`config.mk`:
```
export PLATFORM = sky130hd
export DESIGN_NAME = enet_gmii_tx_sched
export DESIGN_NICKNAME = d
export VERILOG_FILES = /design/src/rtl/enet_gmii_tx_sched.sv
export SDC_FILE = /design/constraint.sdc
export NUM_CORES = 1
export LEC_CHECK = 0
export ABC_AREA = 1
export BUFFER_PORTS_ARGS = -buffer_cell sky130_fd_sc_hd__clkbuf_2
export CAP_MARGIN = 20
export CORE_MARGIN = 8
export CORE_UTILIZATION = 58
export CTS_BUF_LIST = sky130_fd_sc_hd__clkbuf_16
export DETAILED_ROUTE_END_ITERATION = 16
export PLACE_DENSITY = 0.92
export SYNTH_ARGS = -nofsm -noshare
export SYNTH_HDL_FRONTEND = slang
export SYNTH_SLANG_ARGS = --single-unit
```
`constraint.sdc`:
```
create_clock -name clk -period 2.3 [get_ports clk]
set_clock_uncertainty 0.05 [all_clocks]
set_input_delay 0.23 -clock clk [delete_from_list [all_inputs] [get_ports clk]]
set_output_delay 0.23 -clock clk [all_outputs]
set_load 0.01 [all_outputs]
```
`src/rtl/enet_gmii_tx_sched.sv`:
```
// enet_gmii_tx_sched: fixed-priority two-source GMII transmit scheduler.
// It adds preamble and SFD, enforces the inter-frame gap and flags underruns on tx_er.
module enet_gmii_tx_sched #(
  parameter int PREAMBLE_BYTES = 7,
  parameter int IFG_BYTES      = 12
) (
  input  logic        clk,
  input  logic        rst_n,
  input  logic        tx_enable,
  input  logic        s0_tvalid,
  output logic        s0_tready,
  input  logic        s0_tlast,
  input  logic [7:0]  s0_tdata,
  input  logic        s1_tvalid,
  output logic        s1_tready,
  input  logic        s1_tlast,
  input  logic [7:0]  s1_tdata,
  output logic        gmii_tx_en,
  output logic        gmii_tx_er,
  output logic [7:0]  gmii_txd,
  output logic        busy,
  output logic        grant_src,
  output logic [15:0] tx_frames,
  output logic [15:0] tx_underruns
);
  typedef enum logic [2:0] {ST_IDLE, ST_PRE, ST_SFD, ST_DATA, ST_DRAIN, ST_IFG} state_t;
  state_t      state_q;
  logic [4:0]  cnt_q;
  logic        en_q, er_q, grant_q;
  logic [7:0]  txd_q;
  logic [15:0] frames_q, underruns_q;
  logic        sel_valid, sel_last, xfer;
  logic [7:0]  sel_data;
  assign sel_valid = grant_q ? s1_tvalid : s0_tvalid;
  assign sel_last  = grant_q ? s1_tlast  : s0_tlast;
  assign sel_data  = grant_q ? s1_tdata  : s0_tdata;
  assign xfer      = (state_q == ST_DATA) || (state_q == ST_DRAIN);
  assign s0_tready = xfer && !grant_q;
  assign s1_tready = xfer && grant_q;
  assign busy         = state_q != ST_IDLE;
  assign gmii_tx_en   = en_q;
  assign gmii_tx_er   = er_q;
  assign gmii_txd     = txd_q;
  assign grant_src    = grant_q;
  assign tx_frames    = frames_q;
  assign tx_underruns = underruns_q;
  always_ff @(posedge clk or negedge rst_n) begin
    if (!rst_n) begin
      state_q     <= ST_IDLE;
      cnt_q       <= '0;
      en_q        <= 1'b0;
      er_q        <= 1'b0;
      txd_q       <= '0;
      grant_q     <= 1'b0;
      frames_q    <= '0;
      underruns_q <= '0;
    end else begin
      case (state_q)
        ST_IDLE: begin
          en_q  <= 1'b0;
          er_q  <= 1'b0;
          txd_q <= '0;
          if (tx_enable && (s0_tvalid || s1_tvalid)) begin
            grant_q <= !s0_tvalid;
            cnt_q   <= 5'(PREAMBLE_BYTES - 1);
            state_q <= ST_PRE;
          end
        end
        ST_PRE: begin
          en_q  <= 1'b1;
          er_q  <= 1'b0;
          txd_q <= 8'h55;
          cnt_q <= cnt_q - 5'd1;
          if (cnt_q == '0) state_q <= ST_SFD;
        end
        ST_SFD: begin
          en_q    <= 1'b1;
          txd_q   <= 8'hD5;
          state_q <= ST_DATA;
        end
        ST_DATA: begin
          en_q  <= 1'b1;
          er_q  <= !sel_valid;
          txd_q <= sel_valid ? sel_data : 8'h00;
          if (!sel_valid) begin
            underruns_q <= underruns_q + 16'd1;
            state_q     <= ST_DRAIN;
          end else if (sel_last) begin
            frames_q <= frames_q + 16'd1;
            cnt_q    <= 5'(IFG_BYTES - 2);
            state_q  <= ST_IFG;
          end
        end
        ST_DRAIN: begin
          en_q  <= 1'b0;
          er_q  <= 1'b0;
          txd_q <= '0;
          if (sel_valid && sel_last) begin
            cnt_q   <= 5'(IFG_BYTES - 2);
            state_q <= ST_IFG;
          end
        end
        ST_IFG: begin
          en_q  <= 1'b0;
          er_q  <= 1'b0;
          txd_q <= '0;
          cnt_q <= cnt_q - 5'd1;
          if (cnt_q == '0) state_q <= ST_IDLE;
        end
        default: state_q <= ST_IDLE;
      endcase
    end
  end
endmodule

```
==> flow_summary.yaml <==
run_status:
  outcome: "finished clean"
clock_tree:
  cts_tree: "done"
  clock_path_buffers: 2
  cts_inserted_buffers: 5
  cts-root-buf: "clkbuf_16"
  path_clk_slew_ns: 0.06
  htree_levels: 2
  clock_latency_ns: 0.29
  cts_sinks: 51
  cts_resized: 0
yosys:
  syn_inst: 372
  synth_nets: 398
  yosysUniqueCellTypes: 29
  synth_area_um2: 2880
  async_flop_share_pct: 100
  yosys_warnings: 0
  avgSynthCellArea_um2: 7.74
  synth_edf_count: 0
  synth-seq-cells: 51
  synthFlopType: "dfrtp_1"
  synth.top_cell.area_share_pct: 44.3
  synth_common_cells: "nand2_1 (141), dfrtp_1 (51), nor2_1 (40), inv_1 (30), o21ai_0 (18)"
  seq_area_frac_synth_pct: 44.3
  synth_area_leaders: "dfrtp_1 (44%), nand2_1 (18%), nor2_1 (5.2%)"
  synthDominantAreaCellType: "dfrtp_1"
  synth_most_common_cell: "nand2_1"
cells_and_area:
  seqCellArea_um2: 1280
  area_growth_pct: 20.6
  multi_input_area_um2: 1450
  nets: 474
  fillCellCount: 365
  drive_above_1_share_pct: 23.2
  antenna_cells: 0
drt:
  drtPass1Iterations: 4
  drt-total-wl_mm: 6.88
  routed_via_density: 5.18
  drt_iter0_drc: 118
  wl_per_cell_um: 13.3
  antenna_left: 0
  remaining_drc_errors: 0
  vias: 2672
worst_setup_path:
  arrival_ns: 1.54
  r2r-end: "tx_frames[2]"
  crit_required_ns: 2.02
  worstPathMaxFanout: 7
  cp-end-kind: "output port"
  r2r_cells: 6
  regToRegSetupSlack_ns: 0.70
  r2r_start: "state_q[1]"
  path_class: "register to output port"
  cp-start-kind: "register"
power:
  cellPowerDensity_nw_per_um2: 961
  p_leak_nw: 1.86
  vdd_drop_max_mv: 0.752
flow_run:
  drv_cap: 0
min_path:
  hold_depth: 2
  hp-start: "s0_tvalid"
  min_path_type: "primary input to register"
  hold_path_end: "grant_src"
place:
  place_congestion: 0.905
  port_buffers: 68
  dpl.hpwl_mm: 5.25
  dp_slack_ns: 0.710
floorplan:
  die_area_um2: 7470
  core_um2: 4750
  fp-row-count: 25
  ios: 69
  die_h_um: 86.4
  start_util_pct: 60.5
  die_x_um: 86.4
sta:
  finalSetupViolations: 0
  hold_violations: 0
  grt_setup_unrepaired: "false"
  worst_slew_pin_slew_ns: 0.547
  relSlewSlack_pct: 63.5
  worst_slack_ns: 0.480
  max_clock_freq_mhz: 550
  hold_ws_ns: 0.107
  finalMaxSlewViolations: 0
  min_period_ns: 1.82
  fin_crit_sh_pct: 79.1
  setup_tns_ns: 0
global_route:
  gr-total-overflow: 0
  track_usage_pct: 19.7
  grt_max_degree: 23
  first_global_vias: 2666
  grt_pass1_wl_mm: 12.0
  antenna_found_initial: 0
-- repair_timing --
item                      4_1_cts  5_1_grt
hold buffers                    1        0
setup buffers                   0        0
hold endpoints to repair       20        0
-- placed cells by master, fill, tap and decap left out, types with 2 or more instances in the layout --
| master | instances |
|---|---|
| inv_1 | 30 |
| nand3b_1 | 4 |
| clkbuf_16 | 5 |
| clkbuf_2 | 68 |
| nor2_1 | 40 |
| nand2_2 | 7 |
| xor2_1 | 11 |
| nand3_1 | 17 |
| nand2_1 | 141 |
| dfrtp_1 | 51 |
| nor2_2 | 3 |
| nand4_1 | 8 |
| xnor2_1 | 6 |
| o21ai_0 | 18 |
| inv_2 | 4 |
| nand2_4 | 3 |
| nor2_4 | 4 |
| nor2_8 | 2 |
| buf_4 | 3 |
| mux2i_1 | 4 |
| ha_1 | 3 |
| a21oi_1 | 5 |
-- power by group --
group	internal, W	switching, W	total (W)
Clock	0.000508	0.000314	0.000822
Combinational	0.000439	0.000774	0.00121
Sequential	0.00110	0.000202	0.00130
Total	0.00204	0.00129	0.00333
-- cell type report --
class                      count  area share, %
clock buffer                   5           3.60
clock inverter                 3           1.12
inverter                      34           3.68
multi-input combinational    284           41.7
sequential                    51           36.8
tap                           67           2.42
timing repair buffer          72           10.7
-- metrics by stage --
step | instances | total power (W) | instance area [µm²] | util (%)
finish | 516 | 0.00333 | 3470 | 73.0
global route | 516 | 0.00356 | 3470 | 73.0
CTS | 516 | 0.00335 | 3470 | 73.0
detailed placement | 507 | 0.00252 | 3300 | 69.3
global placement | 507 | 0.00246 | 3300 | 69.3
floorplan | 372 | 0.00212 | 2880 | -
-- critical path, cell delays in order (launching register included) --
cell and delay, ns:
dfrtp_1 0.48, nor2_2 0.18, nand2_2 0.12, nand2_2 0.15, inv_1 0.09, nor2_1 0.09
clkbuf_2 0.14
-- per-layer routing --
layer / GRT usage, % / wire [µm] / vias up
met5: 0 / 0 / -
met4: 8.61 / 149 / 0
met3: 4.82 / 480 / 15
met2: 34.0 / 3420 / 102
met1: 22.7 / 2830 / 1228
li1: - / - / 1327
-- worst max path at each step --
stage / from / to / cells past startpoint
after floorplan: tx_underruns[0] / tx_underruns[10] / 6
after global placement: grant_src / tx_underruns[11] / 9
after detailed placement: state_q[1] / tx_frames[2] / 6
after CTS: state_q[2] / s1_tready / 6
after global routing: state_q[2] / s1_tready / 6
final: state_q[2] / s1_tready / 6
-- state kept, by name, summed over array words and instances, names as in the netlist --
name and count:
cnt_q 5, tx_frames 16, gmii_txd 8, gmii_tx_er 1
tx_underruns 16, state_q 3, gmii_tx_en 1, grant_src 1
-- cell families (layout without fill, tap and decap cells) --
| kind of cell | Yosys count | in the layout | share of synthesized area (%) |
|---|---|---|---|
| multiplexers | 4 | 4 | 1.39 |
| flip-flops | 51 | 51 | 44.3 |
| adder cells (fa/ha/maj) | 3 | 3 | 1.30 |
| buffers and inverters | 37 | 114 | 5.39 |
| AO/OA/AOI/OAI | 28 | 28 | 5.35 |
| AND/OR/NAND/NOR | 231 | 231 | 36.5 |
| XOR/XNOR | 18 | 18 | 5.74 |
(Power assumes the default switching activity.)
